`config.mk`:
```
export PLATFORM = sky130hd
export DESIGN_NAME = dlx_mem_stage
export DESIGN_NICKNAME = d
export VERILOG_FILES = /design/src/rtl/dlx_mem_stage.sv
export SDC_FILE = /design/constraint.sdc
export NUM_CORES = 1
export LEC_CHECK = 0
export CORE_UTILIZATION = 49
export CTS_CLUSTER_DIAMETER = 30
export DETAILED_ROUTE_END_ITERATION = 12
export PLACE_DENSITY = 0.87
export SLEW_MARGIN = 25
export SYNTH_ARGS = -nofsm -noshare
export SYNTH_HDL_FRONTEND = slang
export SYNTH_SLANG_ARGS = --single-unit
```
`constraint.sdc`:
```
create_clock -name clk -period 9.31 [get_ports clk]
set_input_delay 1.862 -clock clk [delete_from_list [all_inputs] [get_ports clk]]
set_output_delay 1.862 -clock clk [all_outputs]
set_load 0.01 [all_outputs]
```
`src/rtl/dlx_mem_stage.sv`:
```
// DLX memory-access stage: byte/halfword/word loads and stores over a req/ack
// data-memory handshake, with a registered writeback bundle for the register file.
module dlx_mem_stage #(
  parameter int ADDR_W = 32,
  parameter int DATA_W = 32
) (
  input  logic              clk,
  input  logic              rst,
  input  logic              ex_valid,
  output logic              ex_ready,
  input  logic [3:0]        ex_op,
  input  logic [ADDR_W-1:0] alu_res,
  input  logic [DATA_W-1:0] store_data,
  input  logic [4:0]        dest_reg,
  output logic              dmem_req,
  output logic              dmem_we,
  output logic [ADDR_W-1:0] dmem_addr,
  output logic [3:0]        dmem_be,
  output logic [DATA_W-1:0] dmem_wdata,
  input  logic [DATA_W-1:0] dmem_rdata,
  input  logic              dmem_ack,
  output logic              wb_valid,
  output logic              wb_we,
  output logic [4:0]        wb_reg,
  output logic [DATA_W-1:0] wb_data,
  output logic              misalign
);

  typedef enum logic {IDLE, WAIT} state_t;

  localparam logic [3:0] OP_LB = 4'd1, OP_LBU = 4'd2, OP_LH = 4'd3, OP_LHU = 4'd4,
                         OP_LW = 4'd5, OP_SB = 4'd6, OP_SH = 4'd7, OP_SW = 4'd8;

  state_t            state_q, state_d;
  logic              req_q, req_d, we_q, we_d;
  logic [ADDR_W-1:0] addr_q, addr_d;
  logic [3:0]        be_q, be_d, op_q, op_d;
  logic [DATA_W-1:0] wdata_q, wdata_d, wb_data_q, wb_data_d;
  logic [1:0]        off_q, off_d;
  logic [4:0]        dest_q, dest_d, wb_reg_q, wb_reg_d;
  logic              wb_valid_q, wb_valid_d, wb_we_q, wb_we_d, mis_q, mis_d;

  logic              accept, is_load, is_store, sz_byte, sz_half, sz_word, bad_align;
  logic [1:0]        off_in;
  logic [7:0]        ld_byte;
  logic [15:0]       ld_half;
  logic [DATA_W-1:0] ld_val;

  assign ex_ready  = (state_q == IDLE);
  assign accept    = ex_valid & ex_ready;
  assign off_in    = alu_res[1:0];
  assign is_load   = (ex_op >= OP_LB) && (ex_op <= OP_LW);
  assign is_store  = (ex_op >= OP_SB) && (ex_op <= OP_SW);
  assign sz_byte   = (ex_op == OP_LB) || (ex_op == OP_LBU) || (ex_op == OP_SB);
  assign sz_half   = (ex_op == OP_LH) || (ex_op == OP_LHU) || (ex_op == OP_SH);
  assign sz_word   = (ex_op == OP_LW) || (ex_op == OP_SW);
  assign bad_align = (sz_half & off_in[0]) | (sz_word & (|off_in));

  // Big-endian lanes: offset 0 lives in bits 31:24.
  always_comb begin
    case (off_q)
      2'd0:    ld_byte = dmem_rdata[31:24];
      2'd1:    ld_byte = dmem_rdata[23:16];
      2'd2:    ld_byte = dmem_rdata[15:8];
      default: ld_byte = dmem_rdata[7:0];
    endcase
    ld_half = off_q[1] ? dmem_rdata[15:0] : dmem_rdata[31:16];
    case (op_q)
      OP_LB:   ld_val = {{24{ld_byte[7]}}, ld_byte};
      OP_LBU:  ld_val = {24'd0, ld_byte};
      OP_LH:   ld_val = {{16{ld_half[15]}}, ld_half};
      OP_LHU:  ld_val = {16'd0, ld_half};
      default: ld_val = dmem_rdata;
    endcase
  end

  always_comb begin
    state_d    = state_q;
    req_d      = req_q;
    we_d       = we_q;
    addr_d     = addr_q;
    be_d       = be_q;
    wdata_d    = wdata_q;
    op_d       = op_q;
    off_d      = off_q;
    dest_d     = dest_q;
    wb_reg_d   = wb_reg_q;
    wb_data_d  = wb_data_q;
    wb_valid_d = 1'b0;
    wb_we_d    = 1'b0;
    mis_d      = 1'b0;
    case (state_q)
      IDLE: if (accept) begin
        if (!(is_load || is_store)) begin
          wb_valid_d = 1'b1;
          wb_we_d    = |dest_reg;
          wb_reg_d   = dest_reg;
          wb_data_d  = DATA_W'(alu_res);
        end else if (bad_align) begin
          wb_valid_d = 1'b1;
          mis_d      = 1'b1;
        end else begin
          state_d = WAIT;
          req_d   = 1'b1;
          we_d    = is_store;
          addr_d  = {alu_res[ADDR_W-1:2], 2'b00};
          op_d    = ex_op;
          off_d   = off_in;
          dest_d  = dest_reg;
          if (sz_byte)      be_d = 4'b1000 >> off_in;
          else if (sz_half) be_d = off_in[1] ? 4'b0011 : 4'b1100;
          else              be_d = 4'b1111;
          if (!is_store)    wdata_d = '0;
          else if (sz_byte) wdata_d = {4{store_data[7:0]}};
          else if (sz_half) wdata_d = {2{store_data[15:0]}};
          else              wdata_d = store_data;
        end
      end
      WAIT: if (dmem_ack) begin
        state_d    = IDLE;
        req_d      = 1'b0;
        we_d       = 1'b0;
        addr_d     = '0;
        be_d       = '0;
        wdata_d    = '0;
        wb_valid_d = 1'b1;
        wb_reg_d   = dest_q;
        if (we_q) begin
          wb_data_d = '0;
        end else begin
          wb_data_d = ld_val;
          wb_we_d   = |dest_q;
        end
      end
      default: state_d = IDLE;
    endcase
  end

  always_ff @(posedge clk or posedge rst) begin
    if (rst) begin
      state_q    <= IDLE;
      req_q      <= 1'b0;
      we_q       <= 1'b0;
      addr_q     <= '0;
      be_q       <= '0;
      wdata_q    <= '0;
      op_q       <= '0;
      off_q      <= '0;
      dest_q     <= '0;
      wb_reg_q   <= '0;
      wb_data_q  <= '0;
      wb_valid_q <= 1'b0;
      wb_we_q    <= 1'b0;
      mis_q      <= 1'b0;
    end else begin
      state_q    <= state_d;
      req_q      <= req_d;
      we_q       <= we_d;
      addr_q     <= addr_d;
      be_q       <= be_d;
      wdata_q    <= wdata_d;
      op_q       <= op_d;
      off_q      <= off_d;
      dest_q     <= dest_d;
      wb_reg_q   <= wb_reg_d;
      wb_data_q  <= wb_data_d;
      wb_valid_q <= wb_valid_d;
      wb_we_q    <= wb_we_d;
      mis_q      <= mis_d;
    end
  end

  assign dmem_req   = req_q;
  assign dmem_we    = we_q;
  assign dmem_addr  = addr_q;
  assign dmem_be    = be_q;
  assign dmem_wdata = wdata_q;
  assign wb_valid   = wb_valid_q;
  assign wb_we      = wb_we_q;
  assign wb_reg     = wb_reg_q;
  assign wb_data    = wb_data_q;
  assign misalign   = mis_q;

endmodule

```
==> results of run 1 <==
area by class of cell:
class	instances	share of cell area (%)
Timing Repair Buffer	225	24.9
Multi-Input combinational cell	413	32.1
Clock inverter	11	1.91
Tap cell	168	2.34
Inverter	2	0.111
Sequential cell	120	33.4
Clock buffer	20	5.20
synth_stat cells, types with 8 or more instances:
master       n
dfrtp_1    120
a22oi_1      9
o21ai_0     39
nand2_1     65
o2bb2ai_1   24
nand3_1     42
mux2i_1     45
nor2_1      15
buf_2       13
clkbuf_1    35
mux2_2       8
a221o_1     16
a22o_1       8
o221ai_1    14
a222oi_1     8
or2_2       18
and3_1      16
through the flow:
stage               hold slack [ns]  cell area [um2]  setup WS [ns]  util (%)  instances
global placement              0.463             8310           4.53      68.6        928
floorplan                     0.494             6130           4.26         -        591
finish                        0.476             8980           4.97      74.1        959
CTS                           0.480             8970           5.02      74.0        959
global route                  0.494             8980           4.81      74.1        959
detailed placement            0.468             8330           4.65      68.8        928
worst max path at each step:
stage / depth (start not counted) / from / slack, ns / end
floorplan: 1 / rst / 4.26 / dest_q[0]$_DFFE_PP0P_
global placement: 6 / ex_op[1] / 4.53 / wb_data[22]$_DFFE_PP0P_
finish: 7 / ex_op[0] / 4.97 / dest_q[2]$_DFFE_PP0P_
CTS: 7 / ex_op[0] / 5.02 / dest_q[2]$_DFFE_PP0P_
detailed placement: 7 / ex_op[0] / 4.65 / dest_q[2]$_DFFE_PP0P_
global route: 7 / ex_op[0] / 4.81 / dest_q[2]$_DFFE_PP0P_
critical path, cell delays in order:
cell	delay (ns)
clkdlybuf4s50_1	0.60
or2_2	0.39
a22oi_1	0.20
o311a_1	0.20
buf_4	0.35
and2_4	0.58
mux2_2	0.40
routing by layer:
layer	GRT usage [%]	wire length [um]	share of wire [%]	up-vias
li1	-	-	-	2585
met1	40.4	8150	40	2879
met2	53.8	9960	49	378
met3	7.60	1930	9.4	41
met4	11.6	430	2.1	0
met5	0	0	0	-
kinds of logic (layout without fill, tap and decap cells):
group	Yosys count	count (layout)	synth area share (%)
compound gates	162	162	20.2
xor+xnor	2	2	0.286
buf+inv	58	258	4.50
flops	120	120	49.0
mux	58	58	10.2
other cells	1	2	0.0612
simple gates	189	189	15.8
report_power, final:
part	switching, mW	total [mW]	internal, mW	leakage, nW
clock	0.246	0.714	0.467	0.296
combinational	0.334	0.724	0.389	1.97
sequential	0.104	0.749	0.645	1.54
total	0.684	2.19	1.50	3.80
==> flow_metrics.tcl, run 1 <==
set metrics [dict create \
    antenna_found_initial 0 \
    first_global_vias 5925 \
    core_region_area_um2 12100 \
    total_power_mw 2.19 \
    synthArstFlopShare_pct 100 \
    cts_inserted_buffers 17 \
    reg2reg_slack_ns 6.67 \
    synth_edf_count 0 \
    finalWeightedCongestion 0.936 \
    finalNetCount 888 \
    worstReg2RegEnd "wb_data[17]$_DFFE_PP0P_" \
    powerDensity_nw_per_um2 243 \
    vias_per_cell 6.13 \
    crit_path_end_kind "flop" \
    relSlewSlack_pct 35.3 \
    ys_ff_latch 120 \
    fp-row-count 40 \
    fin_skew_ns 0.0112 \
    pin_count 220 \
    rsz0062_at_grt "false" \
    wl_per_cell_um 21.3 \
    peakVddDrop_mv 0.115 \
    holdPathStages 1 \
    ys_top_cells_by_area "dfrtp_1 49%, mux2i_1 7.4%, nand2_1 4.0%, nand3_1 3.4%, o2bb2ai_1 3.4%" \
    synth_top_area_share_pct 49.0 \
    multiInputGateArea_um2 2880 \
    finalHoldViolations 0 \
    dieArea_um2 12900 \
    drv_slew 0 \
    hold_start "dmem_req$_DFFE_PP0P_" \
    cts_tree "built" \
    min_period_over_period_pct 46.7 \
    die_h_um 114 \
    route.detailed.drc 0 \
    drtIter0Drc 599 \
    area_delta_synth_final_pct 46.6 \
    layout_commonest_cell "clkdlybuf4s50_1" \
    drt_wl_total_um 20500 \
    hold_end "dmem_req$_DFFE_PP0P_" \
    nFillCells 850 \
    diodes 0 \
    hold_class "flop to flop" \
    grt_overflow_total 0 \
    die_w_um 114 \
    fin_crit_ns 4.34 \
    cp_data_arrival_time_ns 4.64 \
    hpwl_um 14400 \
    grt_first_pass_wirelength_um 31700 \
    max_freq_mhz 230 \
    synth_ff_type "dfrtp_1" \
    regArea_um2 3000 \
    r2r-start "state_q$_DFF_PP0_" \
    status "finished, final reports clean" \
    tns_ns 0 \
    cts.reportedPaths.clkPinSlew_ns 0.06 \
    worstSetupPathType "primary input to flop" \
    start_kind "primary input" \
    rr_worst_depth 5 \
    cap_violations 0 \
    clockBufferDepth 2 \
    ys.warnings.count 0 \
    portBuffers 217 \
    power_leakage_nw 3.80 \
    cts.sinks 120 \
    ant_nets 0 \
    htree_levels 4 \
    final_cell_mix "217 x clkdlybuf4s50_1, 120 x dfrtp_1, 64 x nand2_1" \
    synth_largest_area_cell "dfrtp_1" \
    tightest_slew_ns 0.971 \
    root_buffer "clkbuf_16" \
    initial_core_util_pct 50.6 \
    ys_seq_area_share_pct 49.0 \
    track_usage_pct 32.0 \
    syn_inst 590 \
    crit_required_ns 9.61 \
    hold_buffers 0 \
    cts_setup_buffers 0 \
    grt_max_degree 85 \
    crit_path_max_fanout 47 \
    synth_area_um2 6120 \
    setup_viol 0 \
    drive_gt1_share_pct 10.7 \
    dr.pass1.iters 6 \
    num_vias 5883 \
    cts_resized 0 \
    synthDistinctLibCells 55 \
    clk_latency_ns 0.42 \
    avgSynthCellArea_um2 10.4 \
]
(Power assumes the default switching activity.)
==> run 2, diff against run 1 <==
--- a/config.mk
+++ b/config.mk
@@ -5,10 +5,10 @@
 export SDC_FILE = /design/constraint.sdc
 export NUM_CORES = 1
 export LEC_CHECK = 0
-export CORE_UTILIZATION = 49
+export CORE_UTILIZATION = 41
 export CTS_CLUSTER_DIAMETER = 30
 export DETAILED_ROUTE_END_ITERATION = 12
-export PLACE_DENSITY = 0.87
+export PLACE_DENSITY = 0.77
 export SLEW_MARGIN = 25
 export SYNTH_ARGS = -nofsm -noshare
 export SYNTH_HDL_FRONTEND = slang
==> constraint.sdc (replaced) <==
create_clock -name clk -period 3.6 [get_ports clk]
set_input_delay 0.72 -clock clk [delete_from_list [all_inputs] [get_ports clk]]
set_output_delay 0.72 -clock clk [all_outputs]
set_load 0.01 [all_outputs]
==> flow_metrics.tcl, run 2 (synthesis results as in run 1) <==
set metrics [dict create \
    status "finished, final reports clean" \
    r2r-start "off_q[0]$_DFFE_PP0P_" \
    vias_per_cell 5.86 \
    max_freq_mhz 356 \
    fin_crit_ns 2.81 \
    die_w_um 124 \
    crit_required_ns 3.89 \
    min_period_over_period_pct 78.1 \
    first_global_vias 5876 \
    diodes 0 \
    worstSetupPathType "primary input to flop" \
    hold_start "dmem_wdata[29]$_DFFE_PP0P_" \
    hold-worst-slack_ns 0.487 \
    hpwl_um 15100 \
    rsz0062_at_grt "false" \
    clk_latency_ns 0.42 \
    core_region_area_um2 14500 \
    grt_first_pass_wirelength_um 32500 \
    drtIter0Drc 445 \
    cap_violations 0 \
    track_usage_pct 26.8 \
    finalHoldViolations 0 \
    num_vias 5775 \
    tightest_slew_ns 0.969 \
    layout_commonest_cell "clkdlybuf4s50_1" \
    dp_cells 953 \
    final_core_util_pct 62.3 \
    hold_class "flop to flop" \
    cp-startpoint "ex_op[0]" \
    initial_core_util_pct 42.1 \
    fin_ws_ns 0.787 \
    peakVddDrop_mv 0.339 \
    postPlaceCellArea_um2 8420 \
    relSlewSlack_pct 35.2 \
    powerDensity_nw_per_um2 620 \
    cts_inserted_buffers 17 \
    tns_ns 0 \
    clockBufferDepth 2 \
    finalWeightedCongestion 0.917 \
    stdcell_area_um2 9050 \
    cts.sinks 120 \
    cts.reportedPaths.clkPinSlew_ns 0.05 \
    total_power_mw 5.61 \
    dieArea_um2 15400 \
    nFillCells 1189 \
    drv_slew 0 \
    dp_slack_ns 0.393 \
    cts_setup_buffers 0 \
    finalNetCount 897 \
    setup_viol 0 \
    drt_wl_total_um 20700 \
    cp_data_arrival_time_ns 3.10 \
    final_cell_mix "217 x clkdlybuf4s50_1, 120 x dfrtp_1, 65 x nand2_1" \
    antenna_found_initial 0 \
    cts_resized 0 \
    hold_buffers 0 \
    start_kind "primary input" \
    crit_path_max_fanout 34 \
    crit_path_end_kind "flop" \
    wl_met1_um 8910 \
    met3_length_um 1560 \
    htree_levels 4 \
    ant_nets 0 \
    power_leakage_nw 3.85 \
    met2_length_um 9770 \
    area_delta_synth_final_pct 47.9 \
    fp-row-count 44 \
    final_cells 985 \
    dr.pass1.iters 5 \
    grt_max_degree 57 \
    die_h_um 124 \
    drive_gt1_share_pct 11.5 \
    wl_per_cell_um 21.0 \
    top_layer "met4" \
    pin_count 220 \
    root_buffer "clkbuf_16" \
    cts_tree "built" \
    grt_overflow_total 0 \
    fin_skew_ns 0.00831 \
    route.detailed.drc 0 \
    portBuffers 217 \
]
==> run 2: cell types whose count changed in the layout (fill, tap and decap cells not counted), sizes merged <==
cell / change
buf: +9
clkinv: +3
clkinvlp: -1
inv: -1
==> run 2: report_power, final <==
part	internal [mW]	leakage, nW	switching (mW)
sequential	1.67	1.54	0.271
clock	1.17	0.296	0.615
combinational	1.02	2.01	0.861
total	3.87	3.85	1.75
==> run 2: final timing paths <==
check	to	slack (ns)	depth (start not counted)
min	dmem_wdata[29]$_DFFE_PP0P_	0.49	1
max in group asynchronous	dmem_wdata[21]$_DFFE_PP0P_	1.92	3
min in group asynchronous	dmem_addr[4]$_DFFE_PP0P_	0.78	2
min reg2reg	dmem_wdata[29]$_DFFE_PP0P_	0.49	1
max	dmem_addr[21]$_DFFE_PP0P_	0.79	6
max reg2reg	wb_data[31]$_DFFE_PP0P_	0.96	5
==> run 2: layer usage <==
layer  global-route usage, %  vias up
li1                        -     2597
met1                    34.4     2854
met2                    43.3      287
met3                    7.54       37
met4                    9.36        0
met5                       0        -
==> run 2: critical path, cell delays in order <==
cell and delay, ns:
clkdlybuf4s50_1 0.60, o31ai_1 0.43, and2_4 0.45, and2_4 0.47, buf_4 0.29, o21ai_0 0.13
==> run 2: layout make-up <==
type | instances | area, um2 | area share (%)
clock buffers | 20 | 447 | 4.93
clock inverters | 12 | 175 | 1.93
inverters | 2 | 11.3 | 0.124
multi-input cells | 413 | 2880 | 31.8
flip-flops and latches | 120 | 3000 | 33.2
well taps | 184 | 230 | 2.54
repair buffers | 234 | 2310 | 25.5
==> run 3, diff against run 2 <==
--- a/config.mk
+++ b/config.mk
@@ -5,10 +5,10 @@
 export SDC_FILE = /design/constraint.sdc
 export NUM_CORES = 1
 export LEC_CHECK = 0
-export CORE_UTILIZATION = 41
+export CORE_UTILIZATION = 45
 export CTS_CLUSTER_DIAMETER = 30
 export DETAILED_ROUTE_END_ITERATION = 12
-export PLACE_DENSITY = 0.77
+export PLACE_DENSITY = 0.8
 export SLEW_MARGIN = 25
 export SYNTH_ARGS = -nofsm -noshare
 export SYNTH_HDL_FRONTEND = slang
==> constraint.sdc (replaced) <==
create_clock -name clk -period 2.7 [get_ports clk]
set_input_delay 0.54 -clock clk [delete_from_list [all_inputs] [get_ports clk]]
set_output_delay 0.54 -clock clk [all_outputs]
set_load 0.01 [all_outputs]
==> flow_metrics.tcl, run 3 (synthesis results as in run 1) <==
set metrics [dict create \
    cts_tree "built" \
    portBuffers 217 \
    stdcell_area_um2 9180 \
    grt_overflow_total 0 \
    fp-row-count 42 \
    cp_data_arrival_time_ns 2.70 \
    dieArea_um2 14100 \
    status "finished, final reports clean" \
    hpwl_um 14600 \
    worstSetupPathType "primary input to flop" \
    final_cell_mix "217 x clkdlybuf4s50_1, 120 x dfrtp_1, 65 x nand2_1" \
    tns_ns 0 \
    fin_ws_ns 0.279 \
    dp_cells 961 \
    p_sw_mw 2.37 \
    cp_slowest_cell "clkdlybuf4s50_1" \
    final_core_util_pct 69.3 \
    pin_count 220 \
    clk_latency_ns 0.41 \
    hold_buffers 0 \
    drv_slew 0 \
    ant_nets 0 \
    finalHoldViolations 0 \
    switching_share_pct 32.3 \
    hold-worst-slack_ns 0.493 \
    num_vias 5905 \
    crit_path_max_fanout 31 \
    final_cells 993 \
    crit_path_end_kind "flop" \
    pwr-share-clk_pct 30.2 \
    cts_resized 0 \
    power_leakage_nw 3.93 \
    vias_per_cell 5.95 \
    nFillCells 973 \
    layout_commonest_cell "clkdlybuf4s50_1" \
    max_freq_mhz 413 \
    dr.pass1.iters 8 \
    area_delta_synth_final_pct 49.9 \
    cts.sinks 120 \
    finalWeightedCongestion 0.932 \
    start_kind "primary input" \
    multiInputGateArea_um2 2870 \
    hold_class "flop to flop" \
    total_power_mw 7.36 \
    drive_gt1_share_pct 13.3 \
    die_h_um 119 \
    rsz0062_at_grt "false" \
    fin_skew_ns 0.00905 \
    worstPathCellList "clkdlybuf4s50_1 -> buf_4 -> or4_4 -> a21oi_2 -> buf_4 -> nor3b_1 -> a31oi_1 -> o31ai_1" \
    path_buf_inv 3 \
    crit_required_ns 2.98 \
    min_period_over_period_pct 89.7 \
    dp_slack_ns -0.291 \
    pwr-share-comb_pct 34.9 \
    wl_per_cell_um 20.3 \
    regArea_um2 3000 \
    initial_core_util_pct 46.2 \
    core_region_area_um2 13200 \
    grt_max_degree 88 \
    cap_violations 0 \
    setup_viol 0 \
    root_buffer "clkbuf_16" \
    diodes 0 \
    route.detailed.drc 0 \
    cts_setup_buffers 0 \
    postPlaceCellArea_um2 8590 \
    drtIter0Drc 727 \
    drt_wl_total_um 20100 \
    track_usage_pct 28.7 \
    critical_path.top_delay_family "buffers and inverters" \
    relSlewSlack_pct 54.5 \
    antenna_found_initial 0 \
    htree_levels 4 \
    cts_inserted_buffers 17 \
    seq_power_share_pct 34.9 \
    finalNetCount 913 \
    powerDensity_nw_per_um2 802 \
    tightest_slew_ns 0.681 \
    fin_crit_ns 2.42 \
    crit_path_frequent_cell "buf_4" \
    first_global_vias 5769 \
    slowest_delay_ns 0.55 \
    die_w_um 119 \
    peakVddDrop_mv 0.451 \
    grt_first_pass_wirelength_um 31400 \
    internal-power_mw 4.99 \
    cts.reportedPaths.clkPinSlew_ns 0.06 \
    clockBufferDepth 2 \
]
==> run 3: cell count changes in the layout (fill, tap and decap cells not counted) <==
cell	change
buf_12	+5
buf_4	+11
clkbuf_1	-2
inv_6	+4
bufinv_16	-3
clkinvlp_4	-1
clkbuf_8	+2
clkinv_4	+1
clkinv_2	-1
nor3_1	+1
nor3_4	-1
==> run 3: worst paths after layout <==
path / end / cells past startpoint / start / slack (ns)
worst max-delay path: wb_data[0]$_DFFE_PP0P_ / 8 / ex_op[0] / 0.28
worst min-delay path: dmem_wdata[22]$_DFFE_PP0P_ / 1 / dmem_wdata[22]$_DFFE_PP0P_ / 0.49
worst max register to register: wb_data[0]$_DFFE_PP0P_ / 6 / off_q[0]$_DFFE_PP0P_ / 0.44
worst min register to register: dmem_wdata[22]$_DFFE_PP0P_ / 1 / dmem_wdata[22]$_DFFE_PP0P_ / 0.49
max in group asynchronous: wb_data[2]$_DFFE_PP0P_ / 3 / rst / 1.70
min in group asynchronous: dmem_be[0]$_DFFE_PP0P_ / 3 / rst / 0.60
==> run 3: layout make-up <==
cell class              count  share of cell area [%]
flip-flops and latches    120                    32.7
multi-input cells         413                    31.2
repair buffers            250                    27.2
clock buffers              20                    5.09
well taps                 176                    2.40
clock inverters            12                    1.27
inverters                   2                   0.123
==> run 3: power groups by stage <==
stage	sequential (mW)	clock [mW]	combinational [mW]
CTS	2.56	2.24	2.56
global route	2.61	2.34	2.73
detailed placement	2.58	0	2.55
floorplan	2.65	0	1.13
global placement	2.56	0	2.49
finish	2.57	2.22	2.57
==> run 3: metal layers <==
| layer | up-vias | routed length, um | part of all wire (%) | track usage (%) |
|---|---|---|---|---|
| met4 | 0 | 360 | 1.8 | 7.99 |
| met3 | 40 | 1970 | 9.8 | 8.54 |
| met2 | 346 | 9880 | 49 | 47.8 |
| li1 | 2633 | - | - | - |
| met1 | 2886 | 7930 | 39 | 36.0 |
| met5 | - | 0 | 0 | 0 |
